$ cat config.mk
export PLATFORM = sky130hd
export DESIGN_NAME = memory_access_unit
export DESIGN_NICKNAME = d
export VERILOG_FILES = /design/src/rtl/memory_access_unit_pkg.sv /design/src/rtl/memory_access_unit_load_store_lane_align.sv /design/src/rtl/memory_access_unit.sv
export SDC_FILE = /design/constraint.sdc
export NUM_CORES = 1
export LEC_CHECK = 0
export CORE_ASPECT_RATIO = 1.2
export CORE_MARGIN = 4
export CORE_UTILIZATION = 38
export CTS_CLUSTER_DIAMETER = 30
export DETAILED_ROUTE_END_ITERATION = 10
export GPL_ROUTABILITY_DRIVEN = 0
export HOLD_SLACK_MARGIN = 0.08
export PLACE_DENSITY = 0.92
export SLEW_MARGIN = 20
export SYNTH_ARGS = -nofsm -noshare
export SYNTH_HDL_FRONTEND = slang
export SYNTH_HIERARCHICAL = 1
export SYNTH_SLANG_ARGS = --single-unit
$ cat constraint.sdc
create_clock -name clk -period 5.2 [get_ports clk]
set_input_delay 1.04 -clock clk [delete_from_list [all_inputs] [get_ports clk]]
set_output_delay 1.04 -clock clk [all_outputs]
set_load 0.03 [all_outputs]
$ cat src/rtl/memory_access_unit_pkg.sv
// -----------------------------------------------------------------------------
// memory_access_unit_pkg
// Shared constants, the decoded memory-operation type and small helpers for
// the RV32I load/store stage (memory_access_unit and load_store_lane_align).
// No ports; imported with `import memory_access_unit_pkg::*;`.
// -----------------------------------------------------------------------------
package memory_access_unit_pkg;

  localparam int unsigned X_LENGTH     = 32;
  localparam int unsigned MEMORY_DEPTH = 10;
  localparam int unsigned MEMORY_WIDTH = 32;

  // One value per access kind after priority resolution of the decode strobes.
  typedef enum logic [3:0] {
    OP_NONE = 4'd0,
    OP_SW   = 4'd1,
    OP_SH   = 4'd2,
    OP_SB   = 4'd3,
    OP_LW   = 4'd4,
    OP_LH   = 4'd5,
    OP_LHU  = 4'd6,
    OP_LB   = 4'd7,
    OP_LBU  = 4'd8
  } mem_op_e;

  // Sign-extend a 12-bit I/S-type immediate to the datapath width.
  function automatic logic [X_LENGTH-1:0] sext12(input logic [11:0] imm);
    return {{(X_LENGTH-12){imm[11]}}, imm};
  endfunction

  function automatic logic is_store_op(input mem_op_e op);
    return (op == OP_SW) || (op == OP_SH) || (op == OP_SB);
  endfunction

  function automatic logic is_load_op(input mem_op_e op);
    return (op == OP_LW) || (op == OP_LH) || (op == OP_LHU) ||
           (op == OP_LB) || (op == OP_LBU);
  endfunction

endpackage

$ cat src/rtl/memory_access_unit_load_store_lane_align.sv
// -----------------------------------------------------------------------------
// load_store_lane_align
// Purely combinational lane handling for the load/store stage.
//   op_i         : resolved memory operation
//   offset_i     : byte offset inside the word (ea[1:0])
//   rdata_i      : word currently read from memory
//   wdata_i      : store data (rs2)
//   store_word_o : rdata_i with the addressed byte/half replaced (sb/sh),
//                  or wdata_i (sw); rdata_i for non-stores
//   load_word_o  : extracted and sign/zero-extended load value; 0 for
//                  non-loads
// -----------------------------------------------------------------------------
module load_store_lane_align
  import memory_access_unit_pkg::*;
(
  input  mem_op_e               op_i,
  input  logic [1:0]            offset_i,
  input  logic [X_LENGTH-1:0]   rdata_i,
  input  logic [X_LENGTH-1:0]   wdata_i,
  output logic [X_LENGTH-1:0]   store_word_o,
  output logic [X_LENGTH-1:0]   load_word_o
);

  logic [7:0]  byte_s;
  logic [15:0] half_s;

  // Lane extraction: byte by full offset, half by offset[1] only.
  always_comb begin
    byte_s = rdata_i[{offset_i, 3'b000} +: 8];
    if (offset_i[1]) begin
      half_s = rdata_i[31:16];
    end else begin
      half_s = rdata_i[15:0];
    end
  end

  // Store merge: read-modify-write of the addressed lane.
  always_comb begin
    store_word_o = rdata_i;
    case (op_i)
      OP_SB: store_word_o[{offset_i, 3'b000} +: 8] = wdata_i[7:0];
      OP_SH: begin
        if (offset_i[1]) begin
          store_word_o[31:16] = wdata_i[15:0];
        end else begin
          store_word_o[15:0] = wdata_i[15:0];
        end
      end
      OP_SW:   store_word_o = wdata_i;
      default: store_word_o = rdata_i;
    endcase
  end

  // Load extension.
  always_comb begin
    load_word_o = {X_LENGTH{1'b0}};
    case (op_i)
      OP_LB:   load_word_o = {{24{byte_s[7]}}, byte_s};
      OP_LBU:  load_word_o = {24'h000000, byte_s};
      OP_LH:   load_word_o = {{16{half_s[15]}}, half_s};
      OP_LHU:  load_word_o = {16'h0000, half_s};
      OP_LW:   load_word_o = rdata_i;
      default: load_word_o = {X_LENGTH{1'b0}};
    endcase
  end

endmodule

$ cat src/rtl/memory_access_unit.sv
// -----------------------------------------------------------------------------
// memory_access_unit
// RV32I load/store stage between execute and write-back. Computes the
// effective address, drives an asynchronous-read word memory, performs
// read-modify-write for sb/sh/sw and registers load results.
//
// Ports:
//   clk, rst_n                     clock; rst_n is an ACTIVE-HIGH async reset
//   rv32_s_sb/sh/sw                store strobes
//   rv32_i_lb/lh/lw/lbu/lhu        load strobes
//   rv32_i_imm_11_0 / rv32_s_imm_11_0  signed load / store offsets
//   operand_1 / operand_2          base address / store data
//   operand_3                      reserved, ignored
//   write_back_register_rd_data    registered load result (1-cycle latency)
//   memory_read_address            word address of the access (0 when idle)
//   memory_read_data               asynchronous read data
//   memory_write_address/data/enable  store port (zeroed when idle)
//   misaligned_fault               only with MEMORY_ACCESS_MISALIGN_CHECK_EN
//
// Optional feature macro: MEMORY_ACCESS_MISALIGN_CHECK_EN
//   Flags misaligned half/word accesses, suppresses their write/load result
//   and adds the registered misaligned_fault output.
// -----------------------------------------------------------------------------
module memory_access_unit
  import memory_access_unit_pkg::*;
#(
  parameter int unsigned X_LENGTH     = memory_access_unit_pkg::X_LENGTH,
  parameter int unsigned MEMORY_DEPTH = memory_access_unit_pkg::MEMORY_DEPTH,
  parameter int unsigned MEMORY_WIDTH = memory_access_unit_pkg::MEMORY_WIDTH
)
(
  input  logic                    clk,
  input  logic                    rst_n,
  input  logic                    rv32_s_sb,
  input  logic                    rv32_s_sh,
  input  logic                    rv32_s_sw,
  input  logic                    rv32_i_lb,
  input  logic                    rv32_i_lh,
  input  logic                    rv32_i_lw,
  input  logic                    rv32_i_lbu,
  input  logic                    rv32_i_lhu,
  input  logic [11:0]             rv32_i_imm_11_0,
  input  logic [11:0]             rv32_s_imm_11_0,
  input  logic [X_LENGTH-1:0]     operand_1,
  input  logic [X_LENGTH-1:0]     operand_2,
  input  logic [X_LENGTH-1:0]     operand_3,
  output logic [X_LENGTH-1:0]     write_back_register_rd_data,
  output logic [MEMORY_DEPTH-1:0] memory_read_address,
  input  logic [MEMORY_WIDTH-1:0] memory_read_data,
  output logic [MEMORY_DEPTH-1:0] memory_write_address,
  output logic [MEMORY_WIDTH-1:0] memory_write_data,
  output logic                    memory_write_enable
`ifdef MEMORY_ACCESS_MISALIGN_CHECK_EN
  ,
  output logic                    misaligned_fault
`endif
);

  mem_op_e             op_s;
  logic                is_store_s;
  logic                is_load_s;
  logic [X_LENGTH-1:0] ea_s;
  logic [MEMORY_DEPTH-1:0] word_addr_s;
  logic                misaligned_s;
  logic [X_LENGTH-1:0] store_word_s;
  logic [X_LENGTH-1:0] load_word_s;
  logic [X_LENGTH-1:0] rd_data_d;
  logic [X_LENGTH-1:0] rd_data_q;
  logic                unused_s;

  // Priority decode of the strobes: sw > sh > sb > lw > lh > lhu > lb > lbu.
  always_comb begin
    op_s = OP_NONE;
    if (rv32_s_sw) begin
      op_s = OP_SW;
    end else if (rv32_s_sh) begin
      op_s = OP_SH;
    end else if (rv32_s_sb) begin
      op_s = OP_SB;
    end else if (rv32_i_lw) begin
      op_s = OP_LW;
    end else if (rv32_i_lh) begin
      op_s = OP_LH;
    end else if (rv32_i_lhu) begin
      op_s = OP_LHU;
    end else if (rv32_i_lb) begin
      op_s = OP_LB;
    end else if (rv32_i_lbu) begin
      op_s = OP_LBU;
    end else begin
      op_s = OP_NONE;
    end
  end

  assign is_store_s = is_store_op(op_s);
  assign is_load_s  = is_load_op(op_s);

  // Effective address; stores take the S-type offset, everything else I-type.
  always_comb begin
    if (is_store_s) begin
      ea_s = operand_1 + sext12(rv32_s_imm_11_0);
    end else begin
      ea_s = operand_1 + sext12(rv32_i_imm_11_0);
    end
  end

  // Bits above the memory range are discarded.
  assign word_addr_s = ea_s[MEMORY_DEPTH+1:2];

`ifdef MEMORY_ACCESS_MISALIGN_CHECK_EN
  // Half accesses must be 2-aligned, word accesses 4-aligned.
  always_comb begin
    case (op_s)
      OP_SH, OP_LH, OP_LHU: misaligned_s = ea_s[0];
      OP_SW, OP_LW:         misaligned_s = (ea_s[1:0] != 2'b00);
      default:              misaligned_s = 1'b0;
    endcase
  end
`else
  assign misaligned_s = 1'b0;
`endif

  load_store_lane_align u_lane_align (
    .op_i         (op_s),
    .offset_i     (ea_s[1:0]),
    .rdata_i      (memory_read_data),
    .wdata_i      (operand_2),
    .store_word_o (store_word_s),
    .load_word_o  (load_word_s)
  );

  // Memory-side outputs; write enable is also gated by reset.
  always_comb begin
    if (op_s != OP_NONE) begin
      memory_read_address = word_addr_s;
    end else begin
      memory_read_address = {MEMORY_DEPTH{1'b0}};
    end
    if (is_store_s) begin
      memory_write_address = word_addr_s;
      memory_write_data    = store_word_s;
      memory_write_enable  = ~misaligned_s & ~rst_n;
    end else begin
      memory_write_address = {MEMORY_DEPTH{1'b0}};
      memory_write_data    = {MEMORY_WIDTH{1'b0}};
      memory_write_enable  = 1'b0;
    end
  end

  // Next write-back value: loaded word for good loads, zero otherwise.
  always_comb begin
    if (is_load_s && !misaligned_s) begin
      rd_data_d = load_word_s;
    end else begin
      rd_data_d = {X_LENGTH{1'b0}};
    end
  end

  // Write-back register; reset discards any load in flight.
  always_ff @(posedge clk or posedge rst_n) begin
    if (rst_n) begin
      rd_data_q <= {X_LENGTH{1'b0}};
    end else begin
      rd_data_q <= rd_data_d;
    end
  end

  assign write_back_register_rd_data = rd_data_q;

`ifdef MEMORY_ACCESS_MISALIGN_CHECK_EN
  logic fault_q;

  // Fault flag aligned with the write-back register.
  always_ff @(posedge clk or posedge rst_n) begin
    if (rst_n) begin
      fault_q <= 1'b0;
    end else begin
      fault_q <= misaligned_s;
    end
  end

  assign misaligned_fault = fault_q;
`endif

  // Reserved operand and discarded high address bits are intentionally unused.
  assign unused_s = ^{operand_3, ea_s[X_LENGTH-1:MEMORY_DEPTH+2]};

endmodule

# Word level (Yosys, flattened, before mapping)
# Index checks and enable logic that the tools add are counted.
[word_totals]
wordCells = 43
reg_bits = 32
output_inout_bits = 85
[op_classes]
reduce_logical = 7
shift = 3
bitwise = 1
n_mux = 20
n_addsub = 3
eq_ne = 8
[ops]
columns = ["cell", "count"]
rows = [
  ["one-hot mux 32 bit (5 select lines)", 1],
  ["one-hot mux 32 bit (3 select lines)", 1],
  ["2-to-1 mux 32 bit", 2],
  ["2-to-1 mux 16 bit", 3],
  ["bitwise mux 32 bit", 1],
  ["2-to-1 mux 4 bit", 8],
  ["variable shift 8 x 7 -> 32 bit, first input constant", 1],
  ["variable part select 32 x 6 -> 8 bit", 1],
  ["variable part select 8 x 7 -> 32 bit", 1],
  ["adder 12 bit", 2],
  ["2-to-1 mux 10 bit", 2],
  ["== test 4 x 3 -> 1 bit, second input constant", 4],
  ["2-to-1 mux 12 bit", 1],
  ["== test 4 x 2 -> 1 bit, second input constant", 2],
  ["negator 5 -> 7 bit", 1],
  ["logical OR 1 bit", 6],
  ["== test 4 x 1 -> 1 bit, second input constant", 1],
  ["== test 4 bit, second input constant", 1],
  ["nonzero test 4 bit", 1],
  ["2-to-1 mux 1 bit", 1],
  ["NOT 1 bit", 1],
]

# Logic depth before layout (Yosys ltp)
# Gate-level depths: netlist of run 1.
[logic_depth]
depth_word = 17
ltp_mapped = 17
ltp_nobuf = 12

# Cells and area by module
# Netlist of run 1, hierarchy kept.
[by_module_without_submodules]
columns = ["mod", "area_each_um2", "cells_per_inst", "instances"]
rows = [
  ["load_store_lane_align", 2874.0, 401, 1],
  ["memory_access_unit", 2079.5, 243, 1],
]

# Least setup slack after synthesis of run 1
# Ideal clock, no wire load.
[synth_path]
path_type = "in2out"
from = "input port rv32_s_sh"
to = "output port memory_write_data[0]"
path_stages = 17
path_slack_ps = -514
required_time_ps = 4160
arrival_ps = 4674
path_cell_list = "or3_4 buf_2 clkbuf_1 nand2_1 nand2_1 ha_1 fa_1 buf_2 buf_4 buf_2 inv_1 ha_1 nor2_1 nand3_1 a21oi_1 o22a_1 and2_1"
[synth_via]
elab_chain_len = 11
elab_cells_between_ends = 15
cone_classes = "add/sub (1); eq/ne (3); shift (2); mux (7); reduce/logical (2)"
[synth_rtl]
columns = ["item", "line_no", "source"]
rows = [
  ["start, declared", "memory_access_unit.sv:35", "input logic rv32_s_sh,"],
  ["2-to-1 mux 4 bit *", "memory_access_unit.sv:76", "end else if (rv32_s_sh) begin"],
  ["2-to-1 mux 4 bit *", "memory_access_unit.sv:74", "if (rv32_s_sw) begin"],
  ["== test 4 x 1 -> 1 bit or == test 4 x 2 -> 1 bit (tied branches)", "memory_access_unit_pkg.sv:32", "return (op == OP_SW) || (op == OP_SH) || (op == OP_SB);"],
  ["logical OR 1 bit", "memory_access_unit_pkg.sv:32", ""],
  ["logical OR 1 bit *", "memory_access_unit_pkg.sv:32", ""],
  ["2-to-1 mux 12 bit *", "memory_access_unit.sv:100", "if (is_store_s) begin"],
  ["via ea_s[1]", "memory_access_unit.sv:62", "logic [X_LENGTH-1:0] ea_s;"],
  ["negator 5 -> 7 bit", "memory_access_unit_load_store_lane_align.sv:41", "OP_SB: store_word_o[{offset_i, 3'b000} +: 8] = wdata_i[7:0];"],
  ["variable part select 8 x 7 -> 32 bit or variable shift 8 x 7 -> 32 bit (tied branches)", "memory_access_unit_load_store_lane_align.sv:41", ""],
  ["bitwise mux 32 bit", "memory_access_unit_load_store_lane_align.sv:41", ""],
  ["one-hot mux 32 bit (3 select lines) *", "memory_access_unit_load_store_lane_align.sv:40", "case (op_i)"],
  ["via store_word_s[0]", "memory_access_unit.sv:65", "logic [X_LENGTH-1:0] store_word_s;"],
  ["2-to-1 mux 32 bit *", "memory_access_unit.sv:139", "if (is_store_s) begin"],
  ["end, declared", "memory_access_unit.sv:51", "output logic [MEMORY_WIDTH-1:0] memory_write_data,"],
]
# Mark *: on every way through the listed nets, which the timed path passes. The rest lies on a longest branch.

# Worst setup path after layout of run 1
[layout_path]
from = "input port rv32_s_sh"
to = "output port memory_write_data[22]"
# The elaborated chain is that of the path after synthesis.

==> impl_metrics.toml, run 1 <==
[finish]
drive_above_1_share_pct = 22.7
largest_reg_flops = 32
final_util_pct = 61.4
nFillCells = 1048
diodes = 0
area.growth.synth_to_final_pct = 57.7
layout.nets = 1029

[setup_path]
slowest_stage = "fa_2"
crit_type = "input port to output port"
crit_path_frequent_cell = "buf_4"
critPathMaxStageDelay_ns = 0.59
worstPathMaxFanout = 10
arrival_ns = 4.12
cp-end-kind = "output port"
crit_required_ns = 4.16
critPathLaunchType = "input port"
path_cells = "clkdlybuf4s50_1, or3_4, nand2_1, nand2_1, ha_2, fa_2, buf_4, buf_12, ha_2, buf_6, buf_4, a31oi_1, o21ai_1, and2_4, buf_4"

[yosys]
synth_cell_types = 48
synth_warnings = 6
yosysTopAreaCell = "dfrtp_1"
seq_area_frac_synth_pct = 16.2
synth_nets = 823
avgSynthCellArea_um2 = 7.69
yosysTopAreaCellShare_pct = 16.2
synth_cells = 644
synth_area_leaders = "dfrtp_1, mux2i_1, and2_1, o221ai_2, nor2b_1"
async_flop_share_pct = 100
synth-edff-count = 0
netlist_area_mm2 = 0.00495
synthTopCellsByCount = "and2_1, o21ai_1, mux2i_1, nor2b_1, nand2_1"
synth-seq-cells = 32
ys.flop_type = "dfrtp_1"
yosys.cell_count.top_type = "and2_1"

[routing]
drt-initial-drc-count = 585
drc = 0
vias = 6021
first_pass_iters = 5
vias_per_cell = 5.94
wl_per_cell_um = 19.7
wl_um = 20000
ant_nets = 0

[grt]
grt_pass1_vias = 5752
antenna_found_initial = 0
overflow = 0
grt_start_max_net_pins = 38
grt_pass1_wl_um = 29300
grtUsageTotal_pct = 23.8

[floorplanning]
die-area_mm2 = 0.0149
core_mm2 = 0.0127
start_util_pct = 38.9
ioPinCount = 247
die-height_um = 133
die_w_um = 112
rows = 45

[power_and_ir_drop]
power.density_mw_per_mm2 = 222
p_leak_uw = 0.00335
total_power_uw = 1730
ir_drop_v = 0.000266

[timing]
worst_pin_slew_ns = 0.997
hold_ws_ns = 1.24
maxSlewHeadroom_pct = 33.3
finalHoldViolCount = 0
setup_viol = 0
slew_violations = 0
fmax_mhz = 194
rsz0062_at_grt = "yes"
period_minus_slack_ns = 5.16
fin_crit_sh_pct = 99.3

[cts]
cts.htree.levels = 2
cts_tree = "done"
cts.sinks = 32
cts_made_buffers = 5
clk_pin_slew_ns = 0.05
max-clock-path-buffers = 2
clock-root-buffer = "clkbuf_16"

[flow_run]
drv_cap = 0

[placement]
portBuffers = 194
hpwl_um = 14400

[run_status]
status = "complete, no violations"

[worst_hold_path]
hold_class = "input port to asynchronous set/reset pin"
## worst max-delay path: cells and delay by family
kind                     cells  cell delay, ns
AND/OR/NAND/NOR              4            0.73
AO/OA/AOI/OAI                2            0.21
adder cells (fa/ha/maj)      3            1.00
buffers and inverters        6            1.13
## final cells by class
class	instances	area, µm²	share of cell area [%]
clock inverter	1	5.00	0.0641
inverter	6	25.0	0.320
multi-input combinational	553	4050	51.8
timing repair buffer	252	2600	33.2
sequential	32	801	10.3
clock buffer	6	129	1.65
tap	164	205	2.63
## cell families (layout without fill, tap and decap cells)
group	after synthesis	after routing	synth area share, %
simple gates	261	261	28.5
flops	32	32	16.2
compound gates	201	201	30.1
buf+inv	59	265	5.71
fa+ha+maj	17	17	4.45
xor+xnor	11	11	1.95
mux	63	63	13.1
## how the worst max path moves through the flow
stage                         start                     to  slack [ns]  cells past startpoint
after CTS                 rv32_s_sh  memory_write_data[29]       -0.01                     14
after floorplan           rv32_s_sh  memory_write_data[20]       0.001                     17
after detailed placement  rv32_s_sh  memory_write_data[14]       -0.12                     13
after global routing      rv32_s_sh  memory_write_data[24]       -0.08                     15
after global placement    rv32_s_sh  memory_write_data[30]       -0.07                     14
final                     rv32_s_sh  memory_write_data[22]        0.04                     15
## power breakdown
part | internal, µW | leakage, µW | total (µW) | switching (µW)
registers | 251 | 0.000446 | 252 | 0.653
clock network | 173 | 0.0000667 | 264 | 90.6
logic | 567 | 0.00283 | 1220 | 648
total | 992 | 0.00335 | 1730 | 739
## per-layer routing
metal / part of all wire [%] / vias to the layer above / GRT usage (%) / routed length, µm
li1: - / 2751 / - / -
met1: 37 / 2808 / 27.7 / 7340
met2: 50 / 395 / 42.3 / 9930
met3: 9.6 / 67 / 5.17 / 1910
met4: 3.9 / 0 / 9.42 / 777
met5: 0 / - / 0 / 0
## through the flow
step,TNS (ns),instance area (µm²),std cells,setup slack [ns]
after floorplan,0,5050,644,0.00111
after global placement,-1.06,7390,994,-0.0714
after detailed placement,-2.27,7390,994,-0.123
after CTS,-0.0148,7540,1001,-0.0148
after global routing,-0.580,7810,1014,-0.0837
final,0,7810,1014,0.0372
## timing repair
action                     4_1_cts  5_1_grt
setup buffers                    0        8
pin swaps                        0        9
setup endpoints to repair       27       37
gates resized for setup         10       33
hold buffers                     0        0
cloned                           0        5
## placed cells by master, fill, tap and decap left out, types with 4 or more instances in the layout
cell type        count
nand3_1              9
a21oi_1             30
dlymetal6s2s_1       4
o221ai_2            30
o21ai_1             64
nor2b_1             54
o22a_1               8
buf_12              17
buf_6                8
clkdlybuf4s50_1    147
and2_1              46
a21o_1               5
nand2_1             49
xor2_1               8
ha_1                11
o32ai_1              8
nor2_1              41
a31oi_1             24
dfrtp_1             32
nand2b_1            10
nor3_1               5
and2_2               8
o21ai_0              6
nor2b_2              4
buf_4               67
and2_4              19
o221ai_1             9
clkbuf_16            8
mux2i_1             56
(Power assumes the default switching activity.)
==> inputs of run 2 (changes only) <==
--- a/config.mk
+++ b/config.mk
@@ -12,7 +12,7 @@
 export DETAILED_ROUTE_END_ITERATION = 10
 export GPL_ROUTABILITY_DRIVEN = 0
 export HOLD_SLACK_MARGIN = 0.08
-export PLACE_DENSITY = 0.92
+export PLACE_DENSITY = 0.8
 export SLEW_MARGIN = 20
 export SYNTH_ARGS = -nofsm -noshare
 export SYNTH_HDL_FRONTEND = slang
==> run 2 against run 1 <==
Net effect: fmax up 4.6%; largest cell class unchanged; largest power group unchanged; critical path type unchanged; wire length down 4.8%; cell area down 2.3%.
==> impl_metrics.toml, run 2 (same netlist as run 1, synthesis figures left out) <==
[setup_path]
cp-endpoint = "memory_read_address[9]"
cp-end-kind = "output port"
path_cells = "dlymetal6s2s_1, or3_2, buf_4, nand2_1, nand2_1, ha_1, a21o_1, a21o_1, a21oi_1, o21a_1, mux2_2, clkdlybuf4s50_1"
crit_type = "input port to output port"
slowest_stage = "clkdlybuf4s50_1"
worstPathMaxFanout = 5
startpoint = "rv32_s_sw"
crit_required_ns = 4.16
critPathMaxStageDelay_ns = 0.60
critPathLaunchType = "input port"
arrival_ns = 3.90

[placement]
pre_cts_slack_ns = -0.00659
hpwl_um = 14100
place_area_mm2 = 0.00732
portBuffers = 194

[routing]
drt-initial-drc-count = 467
first_pass_iters = 5
wl_per_cell_um = 18.7
vias = 5892
ant_nets = 0
wl_um = 19000
drc = 0
vias_per_cell = 5.80

[grt]
grt_pass1_vias = 5694
grt_pass1_wl_um = 29400
grt_start_max_net_pins = 38
overflow = 0
grtUsageTotal_pct = 24.0
antenna_found_initial = 0

[worst_hold_path]
hold_class = "input port to asynchronous set/reset pin"

[power_and_ir_drop]
ir_drop_v = 0.000164
p_sw_share_pct = 41.2
p_leak_uw = 0.00331
total_power_uw = 1740
internal_power_uw = 1020
comb_power_share_pct = 65.3
power_frac_seq_pct = 14.5
clkPwrFrac_pct = 20.2
power.density_mw_per_mm2 = 228
power_switching_uw = 717

[finish]
layout_commonest_cell = "clkdlybuf4s50_1"
design_area_mm2 = 0.00763
final_cell_mix = "clkdlybuf4s50_1, buf_4, o21ai_1"
largest_reg_flops = 32
diodes = 0
area.growth.synth_to_final_pct = 54.1
layout.nets = 1029
drive_above_1_share_pct = 21.4
final_util_pct = 60.0

[floorplanning]
die-height_um = 133
start_util_pct = 38.9
die_w_um = 112
core_mm2 = 0.0127
die-area_mm2 = 0.0149
rows = 45
ioPinCount = 247

[flow_run]
drv_cap = 0

[cts]
clk_pin_slew_ns = 0.06
clock-root-buffer = "clkbuf_16"
cts.htree.levels = 2
cts_tree = "done"
cts.sinks = 32
max-clock-path-buffers = 2
cts_made_buffers = 5

[timing]
rsz0062_at_grt = "no"
slew_violations = 0
setup_slack_ns = 0.263
fmax_mhz = 203
worst_pin_slew_ns = 0.858
period_minus_slack_ns = 4.94
fin_crit_sh_pct = 94.9
finalHoldViolCount = 0
setup_viol = 0
maxSlewHeadroom_pct = 42.6

[run_status]
status = "complete, no violations"
-- run 2: worst min path at each step --
stage | end | slack [ns] | cells after the start
floorplan | write_back_register_rd_data[0]$_DFF_PP0_ | 1.16 | 1
finish | write_back_register_rd_data[2]$_DFF_PP0_ | 1.26 | 2
detailed placement | write_back_register_rd_data[31]$_DFF_PP0_ | 1.80 | 2
CTS | write_back_register_rd_data[2]$_DFF_PP0_ | 1.51 | 2
global placement | write_back_register_rd_data[5]$_DFF_PP0_ | 1.79 | 2
global route | write_back_register_rd_data[31]$_DFF_PP0_ | 1.33 | 2
-- run 2: layer usage --
layer	vias to the layer above	track usage (%)	wire length, µm
met5	-	0	0
met2	324	41.1	9170
met3	54	5.54	1730
met1	2759	28.8	7340
li1	2755	-	-
met4	0	9.75	751
-- run 2: area by class of cell --
cell class	count	area [µm²]
clock inverters	1	30.0
repair buffers	251	2430
well taps	164	205
flip-flops and latches	32	801
fillers	1155	5090
multi-input cells	554	3990
inverters	6	22.5
clock buffers	7	153
-- run 2: repair_timing --
item / in CTS / in global routing
pin swaps: 1 / 2
gates resized for setup: 2 / 8
gates cloned: 0 / 1
hold buffers: 0 / 0
endpoints found under the setup margin: 3 / 40
buffers inserted: 1 / 9
-- run 2: critical path: cells and delay by family --
kind            cells  cell delay, ns
compound gates      4            0.71
mux                 1            0.34
simple gates        3            0.69
fa+ha+maj           1            0.19
buf+inv             3            0.93
-- run 2: power by group through the flow --
stage / registers [µW] / clock network (µW) / logic (µW)
2_1_floorplan: 260 / 0 / 679
3_3_place_gp: 256 / 0 / 1080
3_5_place_dp: 256 / 0 / 1090
4_1_cts: 252 / 360 / 1100
5_1_grt: 252 / 372 / 1210
6_report: 252 / 352 / 1140
-- run 2: metrics by stage --
| step | cells | setup TNS, ns | hold WS (ns) |
|---|---|---|---|
| final | 1015 | 0 | 1.26 |
| after floorplan | 644 | 0 | 1.16 |
| after global placement | 996 | -0.00192 | 1.79 |
| after global routing | 1015 | 0 | 1.33 |
| after CTS | 1005 | -0.00000178 | 1.51 |
| after detailed placement | 996 | -0.0107 | 1.80 |
